**src/rtl/gpu_sched_pkg.sv**
```systemverilog
// Shared types and widths for the vector convert scheduler.
package gpu_sched_pkg;

    localparam int unsigned VEC_W    = 64;
    localparam int unsigned COMP_W   = 16;
    localparam int unsigned ID_W_MAX = 3;

    function automatic int unsigned id_width(int unsigned n);
        return (n < 2) ? 1 : $clog2(n);
    endfunction

    // Side-band tag travelling alongside the converter latency.
    typedef struct packed {
        logic [ID_W_MAX-1:0] id;
        logic [COMP_W-1:0]   c1;
        logic [COMP_W-1:0]   c0;
        logic                valid;
    } tag_t;

endpackage

```
**src/rtl/vector_convert_scheduler_if.sv**
```systemverilog
// Requester, converter and rasterizer signals of the vector convert scheduler.
interface vector_convert_scheduler_if #(
    parameter int unsigned NUM_REQ = 4
);
    import gpu_sched_pkg::*;

    localparam int unsigned IdW = id_width(NUM_REQ);

    logic [NUM_REQ-1:0]       req;
    logic [NUM_REQ*VEC_W-1:0] req_vec;
    logic [NUM_REQ-1:0]       grant;
    logic [VEC_W-1:0]         conv_vec;
    logic                     conv_issue;
    logic [COMP_W-1:0]        conv_x;
    logic [COMP_W-1:0]        conv_y;
    logic                     out_valid;
    logic                     out_ready;
    logic [VEC_W-1:0]         out_vec;
    logic [IdW-1:0]           out_id;

    modport slave (
        input  req, req_vec, conv_x, conv_y, out_ready,
        output grant, conv_vec, conv_issue, out_valid, out_vec, out_id
    );

    modport master (
        output req, req_vec, conv_x, conv_y, out_ready,
        input  grant, conv_vec, conv_issue, out_valid, out_vec, out_id
    );

endinterface

```
**src/rtl/rr_arbiter.sv**
```systemverilog
// Round-robin arbiter; search starts at the stored pointer, which moves past each winner.
module rr_arbiter
    import gpu_sched_pkg::*;
#(
    parameter int unsigned NUM_REQ = 4
) (
    input  logic                             clock,
    input  logic                             reset,
    input  logic [NUM_REQ-1:0]               req,
    input  logic                             enable,
    output logic [NUM_REQ-1:0]               grant,
    output logic [id_width(NUM_REQ)-1:0]     winner
);

    localparam int unsigned IdW = id_width(NUM_REQ);

    logic [IdW-1:0] ptr_q, ptr_d;
    logic           found;

    always_comb begin : p_arb
        logic [IdW-1:0] idx;
        idx    = '0;
        grant  = '0;
        winner = '0;
        found  = 1'b0;
        for (int unsigned k = 0; k < NUM_REQ; k++) begin
            idx = IdW'((32'(ptr_q) + k) % NUM_REQ);
            if (!found && enable && req[idx]) begin
                found      = 1'b1;
                grant[idx] = 1'b1;
                winner     = idx;
            end
        end
        ptr_d = ptr_q;
        if (found) begin
            ptr_d = (32'(winner) == NUM_REQ - 1) ? '0 : winner + IdW'(1);
        end
    end

    always_ff @(posedge clock or posedge reset) begin
        if (reset) begin
            ptr_q <= '0;
        end else begin
            ptr_q <= ptr_d;
        end
    end

endmodule

```
**src/rtl/vector_convert_scheduler.sv**
```systemverilog
// Shares one vector-to-screen converter between requesters, with a credit-protected output FIFO.
// Optional statistics counters are enabled by defining VECTOR_SCHED_STATS_EN.
module vector_convert_scheduler
    import gpu_sched_pkg::*;
#(
    parameter int unsigned NUM_REQ  = 4,
    parameter int unsigned CONV_LAT = 1,
    parameter int unsigned DEPTH    = 4
) (
    input  logic                        clock,
    input  logic                        reset,
    vector_convert_scheduler_if.slave   bus
`ifdef VECTOR_SCHED_STATS_EN
    ,
    output logic [NUM_REQ*16-1:0]       stat_grant_cnt,
    output logic [15:0]                 stat_stall_cnt
`endif
);

    localparam int unsigned IdW  = id_width(NUM_REQ);
    localparam int unsigned PtrW = (DEPTH < 2) ? 1 : $clog2(DEPTH);
    localparam int unsigned CntW = $clog2(DEPTH + 1);

    logic [NUM_REQ-1:0] grant;
    logic [IdW-1:0]     winner;
    logic               credit_ok, enable, grant_any;
    logic [VEC_W-1:0]   win_vec;
    tag_t               tag_in, land;
    tag_t               pipe_q [CONV_LAT+1];

    logic [CntW-1:0]    count_q, count_d, inflight_q, inflight_d;
    logic [PtrW-1:0]    wr_q, rd_q, rd_d;
    logic [VEC_W-1:0]   mem_vec_q [DEPTH];
    logic [IdW-1:0]     mem_id_q [DEPTH];
    logic               push, pop, head_new;
    logic [VEC_W-1:0]   wdata;

    logic [VEC_W-1:0]   conv_vec_q, out_vec_q, out_vec_d;
    logic               conv_issue_q, out_valid_q;
    logic [IdW-1:0]     out_id_q, out_id_d;
    logic               unused_tag_id;

    // Tags already granted still need a slot, so they count against free space.
    assign credit_ok = (32'(count_q) + 32'(inflight_q)) < DEPTH;
    assign enable    = credit_ok && !reset;
    assign grant_any = |grant;
    assign win_vec   = bus.req_vec[32'(winner)*VEC_W +: VEC_W];

    rr_arbiter #(
        .NUM_REQ(NUM_REQ)
    ) u_arb (
        .clock (clock),
        .reset (reset),
        .req   (bus.req),
        .enable(enable),
        .grant (grant),
        .winner(winner)
    );

    always_comb begin
        tag_in.id    = ID_W_MAX'(winner);
        tag_in.c1    = win_vec[31:16];
        tag_in.c0    = win_vec[15:0];
        tag_in.valid = grant_any;
    end

    always_ff @(posedge clock or posedge reset) begin
        if (reset) begin
            conv_vec_q   <= '0;
            conv_issue_q <= 1'b0;
            for (int unsigned i = 0; i <= CONV_LAT; i++) pipe_q[i] <= '0;
        end else begin
            conv_issue_q <= grant_any;
            if (grant_any) conv_vec_q <= win_vec;
            pipe_q[0] <= tag_in;
            for (int unsigned i = 1; i <= CONV_LAT; i++) pipe_q[i] <= pipe_q[i-1];
        end
    end

    assign land          = pipe_q[CONV_LAT];
    assign unused_tag_id = ^land.id;
    assign push          = land.valid;
    assign pop           = out_valid_q && bus.out_ready;
    assign wdata         = {bus.conv_x, bus.conv_y, land.c1, land.c0};
    assign rd_d          = rd_q + PtrW'(pop);
    // The landing entry becomes head when nothing else survives this cycle's pop.
    assign head_new      = push && (count_q == (pop ? CntW'(1) : CntW'(0)));

    always_comb begin
        count_d = count_q;
        if (push && !pop)      count_d = count_q + CntW'(1);
        else if (!push && pop) count_d = count_q - CntW'(1);
        inflight_d = inflight_q;
        if (grant_any && !push)      inflight_d = inflight_q + CntW'(1);
        else if (!grant_any && push) inflight_d = inflight_q - CntW'(1);
        out_vec_d = out_vec_q;
        out_id_d  = out_id_q;
        if (head_new) begin
            out_vec_d = wdata;
            out_id_d  = land.id[IdW-1:0];
        end else if (pop && count_q > CntW'(1)) begin
            out_vec_d = mem_vec_q[rd_d];
            out_id_d  = mem_id_q[rd_d];
        end
    end

    always_ff @(posedge clock) begin
        if (push) begin
            mem_vec_q[wr_q] <= wdata;
            mem_id_q[wr_q]  <= land.id[IdW-1:0];
        end
    end

    always_ff @(posedge clock or posedge reset) begin
        if (reset) begin
            count_q     <= '0;
            inflight_q  <= '0;
            wr_q        <= '0;
            rd_q        <= '0;
            out_valid_q <= 1'b0;
            out_vec_q   <= '0;
            out_id_q    <= '0;
        end else begin
            count_q     <= count_d;
            inflight_q  <= inflight_d;
            wr_q        <= wr_q + PtrW'(push);
            rd_q        <= rd_d;
            out_valid_q <= (count_d != '0);
            out_vec_q   <= out_vec_d;
            out_id_q    <= out_id_d;
        end
    end

    assign bus.grant      = grant;
    assign bus.conv_vec   = conv_vec_q;
    assign bus.conv_issue = conv_issue_q;
    assign bus.out_valid  = out_valid_q;
    assign bus.out_vec    = out_vec_q;
    assign bus.out_id     = out_id_q;

`ifdef VECTOR_SCHED_STATS_EN
    logic [15:0] grant_cnt_q [NUM_REQ];
    logic [15:0] stall_cnt_q;

    always_ff @(posedge clock or posedge reset) begin
        if (reset) begin
            for (int unsigned i = 0; i < NUM_REQ; i++) grant_cnt_q[i] <= '0;
            stall_cnt_q <= '0;
        end else begin
            for (int unsigned i = 0; i < NUM_REQ; i++) begin
                if (grant[i]) grant_cnt_q[i] <= grant_cnt_q[i] + 16'd1;
            end
            if (|bus.req && !credit_ok) stall_cnt_q <= stall_cnt_q + 16'd1;
        end
    end

    for (genvar g = 0; g < NUM_REQ; g++) begin : g_stat
        assign stat_grant_cnt[g*16 +: 16] = grant_cnt_q[g];
    end
    assign stat_stall_cnt = stall_cnt_q;
`endif

endmodule

```
**src/flat_wrapper.sv**
```systemverilog
// flat-port wrapper written by rule: the top's interface ports become plain ports
module vector_convert_scheduler_flat import gpu_sched_pkg::*;
#(
    parameter int unsigned NUM_REQ  = 4,
    parameter int unsigned CONV_LAT = 1,
    parameter int unsigned DEPTH    = 4
)
  (clock, reset, bus_req, bus_req_vec, bus_conv_x, bus_conv_y, bus_out_ready, bus_grant, bus_conv_vec, bus_conv_issue, bus_out_valid, bus_out_vec, bus_out_id);
  vector_convert_scheduler_if #(.NUM_REQ(NUM_REQ)) bus_i ();
  input  logic clock;
  input  logic reset;
  input wire logic [$bits(bus_i.req)-1:0] bus_req;
  input wire logic [$bits(bus_i.req_vec)-1:0] bus_req_vec;
  input wire logic [$bits(bus_i.conv_x)-1:0] bus_conv_x;
  input wire logic [$bits(bus_i.conv_y)-1:0] bus_conv_y;
  input wire logic [$bits(bus_i.out_ready)-1:0] bus_out_ready;
  output wire logic [$bits(bus_i.grant)-1:0] bus_grant;
  output wire logic [$bits(bus_i.conv_vec)-1:0] bus_conv_vec;
  output wire logic [$bits(bus_i.conv_issue)-1:0] bus_conv_issue;
  output wire logic [$bits(bus_i.out_valid)-1:0] bus_out_valid;
  output wire logic [$bits(bus_i.out_vec)-1:0] bus_out_vec;
  output wire logic [$bits(bus_i.out_id)-1:0] bus_out_id;
  assign bus_i.req = bus_req;
  assign bus_i.req_vec = bus_req_vec;
  assign bus_i.conv_x = bus_conv_x;
  assign bus_i.conv_y = bus_conv_y;
  assign bus_i.out_ready = bus_out_ready;
  assign bus_grant = bus_i.grant;
  assign bus_conv_vec = bus_i.conv_vec;
  assign bus_conv_issue = bus_i.conv_issue;
  assign bus_out_valid = bus_i.out_valid;
  assign bus_out_vec = bus_i.out_vec;
  assign bus_out_id = bus_i.out_id;
  vector_convert_scheduler #(.NUM_REQ(NUM_REQ), .CONV_LAT(CONV_LAT), .DEPTH(DEPTH)) u_core (.clock(clock), .reset(reset), .bus(bus_i));
endmodule
```
**config.mk**
```make
export PLATFORM = sky130hd
export DESIGN_NAME = vector_convert_scheduler_flat
export DESIGN_NICKNAME = d
export VERILOG_FILES = /design/src/rtl/gpu_sched_pkg.sv /design/src/rtl/vector_convert_scheduler_if.sv /design/src/rtl/rr_arbiter.sv /design/src/rtl/vector_convert_scheduler.sv /design/src/flat_wrapper.sv
export SDC_FILE = /design/constraint.sdc
export NUM_CORES = 1
export LEC_CHECK = 0
export ABC_AREA = 1
export CELL_PAD_IN_SITES_DETAIL_PLACEMENT = 1
export CELL_PAD_IN_SITES_GLOBAL_PLACEMENT = 1
export CORE_ASPECT_RATIO = 0.5
export CORE_MARGIN = 2
export CORE_UTILIZATION = 39
export CTS_BUF_LIST = sky130_fd_sc_hd__clkbuf_4 sky130_fd_sc_hd__clkbuf_8 sky130_fd_sc_hd__clkbuf_16
export CTS_CLUSTER_DIAMETER = 120
export DETAILED_ROUTE_END_ITERATION = 7
export MAX_ROUTING_LAYER = met4
export PLACE_DENSITY_LB_ADDON = 0.1
export SLEW_MARGIN = 10
export SYNTH_ARGS = -nofsm -noshare
export SYNTH_HDL_FRONTEND = slang
export SYNTH_HIERARCHICAL = 1
export SYNTH_SLANG_ARGS = --single-unit
```
**constraint.sdc**
```tcl
create_clock -name clock -period 7.8 [get_ports clock]
set_input_delay 0.78 -clock clock [delete_from_list [all_inputs] [get_ports clock]]
set_output_delay 0.78 -clock clock [all_outputs]
set_load 0.02 [all_outputs]
```
==> flow_summary.ini <==
[synthesis]
synth_area_leaders = edfxtp_1 (38%), dfrtp_1 (25%), nand2_1 (17%)
synth.most_common_cell = nand2_1
synth_edf_count = 264
synthTopCellsByCount = nand2_1 (931), edfxtp_1 (264), nand3_1 (243)
ys_ff_latch = 477
ys.flop_type = edfxtp_1
synth_seq_area_share = 0.6316
yosys.area.top_type = edfxtp_1
avgSynthCellArea_um2 = 9.489
syn_area_um2 = 20990
synth_top_area_frac = 0.3777
synthArstFlopShare = 0.4465
syn_nets = 2524
ys_warn_count = 6
yosys.cell_types.count = 34
synthCells = 2212

[detailed_routing]
num_vias = 16940
first_pass_iters = 5
routed_wl_um = 67210
drc = 0
viasPerCell = 5.085
drtIter0Drc = 939
wire_per_inst_um = 20.17
postRouteAntennaNets = 0

[sta]
final-hold-violation-count = 0
fmaxAchievable_mhz = 229.7
period_needed_ns = 4.354
drv_slew = 0
clock_skew_ns = 0.03682
slew_headroom = 0.2407
fin_setup_tns_ns = 0
setup_viol = 0
min_period_over_period = 0.5583
worst_hold_slack_ns = 0.3394
worst_pin_slew_ns = 1.139
setup_slack_ns = 3.446
rsz0062_at_grt = no

[worst_setup_path]
endpoint = bus_grant[3]
crit_fanout = 5
endpoint_kind = primary output
rrSetupSlack_ns = 3.57
r2r_start = u_core/count_q[2]
crit_type = in -> out
critPathLaunchType = input port
cp.required_ns = 7.02
ff2ff_path_depth = 16
startpoint = reset
cp.arrival_ns = 3.57
worstReg2RegEnd = u_core/bus.conv_vec[50]

[cts]
cts.sinks = 477
cts_made_buffers = 45
cts_tree = yes
clkTransAtPathRegs_ns = 0.06
cts_resized = 0
cts_setup_buffers = 0
cts-root-buf = clkbuf_16
postCtsHoldBufs = 0
htree_levels = 2
clock_latency_ns = 0.59
clock_path_buffers = 3

[min_path]
hold_path_depth = 0
hold_class = reg -> reg

[floorplan]
die_area_um2 = 55810
die_h_um = 168.0
die_w_um = 332.1
rows = 60
io_pins = 431
core_um2 = 53450
initial_core_util = 0.3927

[grt]
grt_overflow = 0
antenna_found_initial = 6
track_usage = 0.2460
grt_max_degree = 109
grt_pass1_wl_um = 103700
grt_pass1_vias = 17820

[cells_and_area]
fin_nets = 2889
final_cells = 3332
drive_gt1_frac = 0.05432
syn_to_final_growth_pct = 30.03

[power]
p_leak_uw = 0.01167
ir_drop_uv = 276.2
power_density_nw_per_um2 = 409.0

[outcome]
status = complete, no violations

[placed_design]
portBuffers = 430
placedCellCount = 3243
gp_congestion = 0.8181
hpwl_um = 41600
pre_cts_ws_ns = 2.931

[run]
drv_cap = 0
## through the flow
stage / total power [uW] / util / area (um^2)
3_5_place_dp: 9003 / 0.4819 / 25760
4_1_cts: 11300 / 0.5104 / 27280
3_3_place_gp: 8859 / 0.4819 / 25760
2_1_floorplan: 7017 / - / 20990
6_report: 11160 / 0.5106 / 27290
5_1_grt: 11990 / 0.5106 / 27290
## metal layers
layer / GRT usage / share of wire / vias to the layer above
met2: 0.4005 / 0.48 / 373
met1: 0.3154 / 0.45 / 8444
met5: - / 0 / -
met3: 0.04918 / 0.051 / 110
met4: 0.06680 / 0.025 / 0
li1: - / - / 8015
## worst max-delay path, stage by stage
cell and delay [ns]:
clkdlybuf4s50_1 0.55, nor2_1 0.15, nand2_1 0.06, a31oi_1 0.50, nand3_1 0.27, inv_2 0.16, nand2_1 0.06, o21ai_0 0.07
a21oi_1 0.06, o21ai_1 0.19, clkdlybuf4s50_1 0.73
## flip-flops by register name, summed over array words and instances (netlist names), 2 cells and up, named ones only
signal	cells
u_core/mem_vec_q	256
u_core/bus.conv_vec	64
u_core/bus.out_vec	64
u_core/land	34
u_core/pipe_q	34
u_core/mem_id_q	8
u_core/count_q	3
u_core/inflight_q	3
u_core/bus.out_id	2
u_core/rd_q	2
u_core/wr_q	2
## cell type report
| class | count | area, um^2 |
|---|---|---|
| Fill cell | 6001 | 26160 |
| Sequential cell | 477 | 13260 |
| Multi-Input combinational cell | 1533 | 6867 |
| Timing Repair Buffer | 453 | 4477 |
| Clock buffer | 64 | 1306 |
| Tap cell | 713 | 892.1 |
| Inverter | 67 | 262.8 |
| Clock inverter | 20 | 219.0 |
| Antenna cell | 5 | 12.51 |
## cell families after synthesis
family,synth area share
fa+ha+maj,0.01049
flops,0.6316
xor+xnor,0.001252
mux,0.0005364
buf+inv,0.04435
simple gates,0.2744
compound gates,0.03738
## cells in the final DEF, fill, tap and decap left out, drive strengths merged, types with 32 or more instances in the layout
cell             n
a21oi           38
clkbuf          64
clkdlybuf4s50  430
dfrtp          213
edfxtp         264
inv             67
nand2          940
nand3          247
nand3b          66
nor2           105
o21ai           76
o22ai           32
## worst min-delay path by stage
| stage | start | endpoint | slack, ns |
|---|---|---|---|
| 2_1_floorplan | u_core/pipe_q[46] | u_core/land[10] | 0.33 |
| 3_3_place_gp | u_core/pipe_q[41] | u_core/land[5] | 0.33 |
| 3_5_place_dp | u_core/pipe_q[43] | u_core/land[7] | 0.34 |
| 4_1_cts | u_core/pipe_q[39] | u_core/land[3] | 0.34 |
| 5_1_grt | u_core/pipe_q[47] | u_core/land[11] | 0.36 |
| 6_report | u_core/pipe_q[39] | u_core/land[3] | 0.34 |
## power breakdown
| group | internal [uW] | total [uW] | switching, uW |
|---|---|---|---|
| clock | 1260 | 2260 | 1000 |
| combinational | 1730 | 5020 | 3290 |
| sequential | 3430 | 3880 | 449 |
Power figures use the tool's default switching activity.
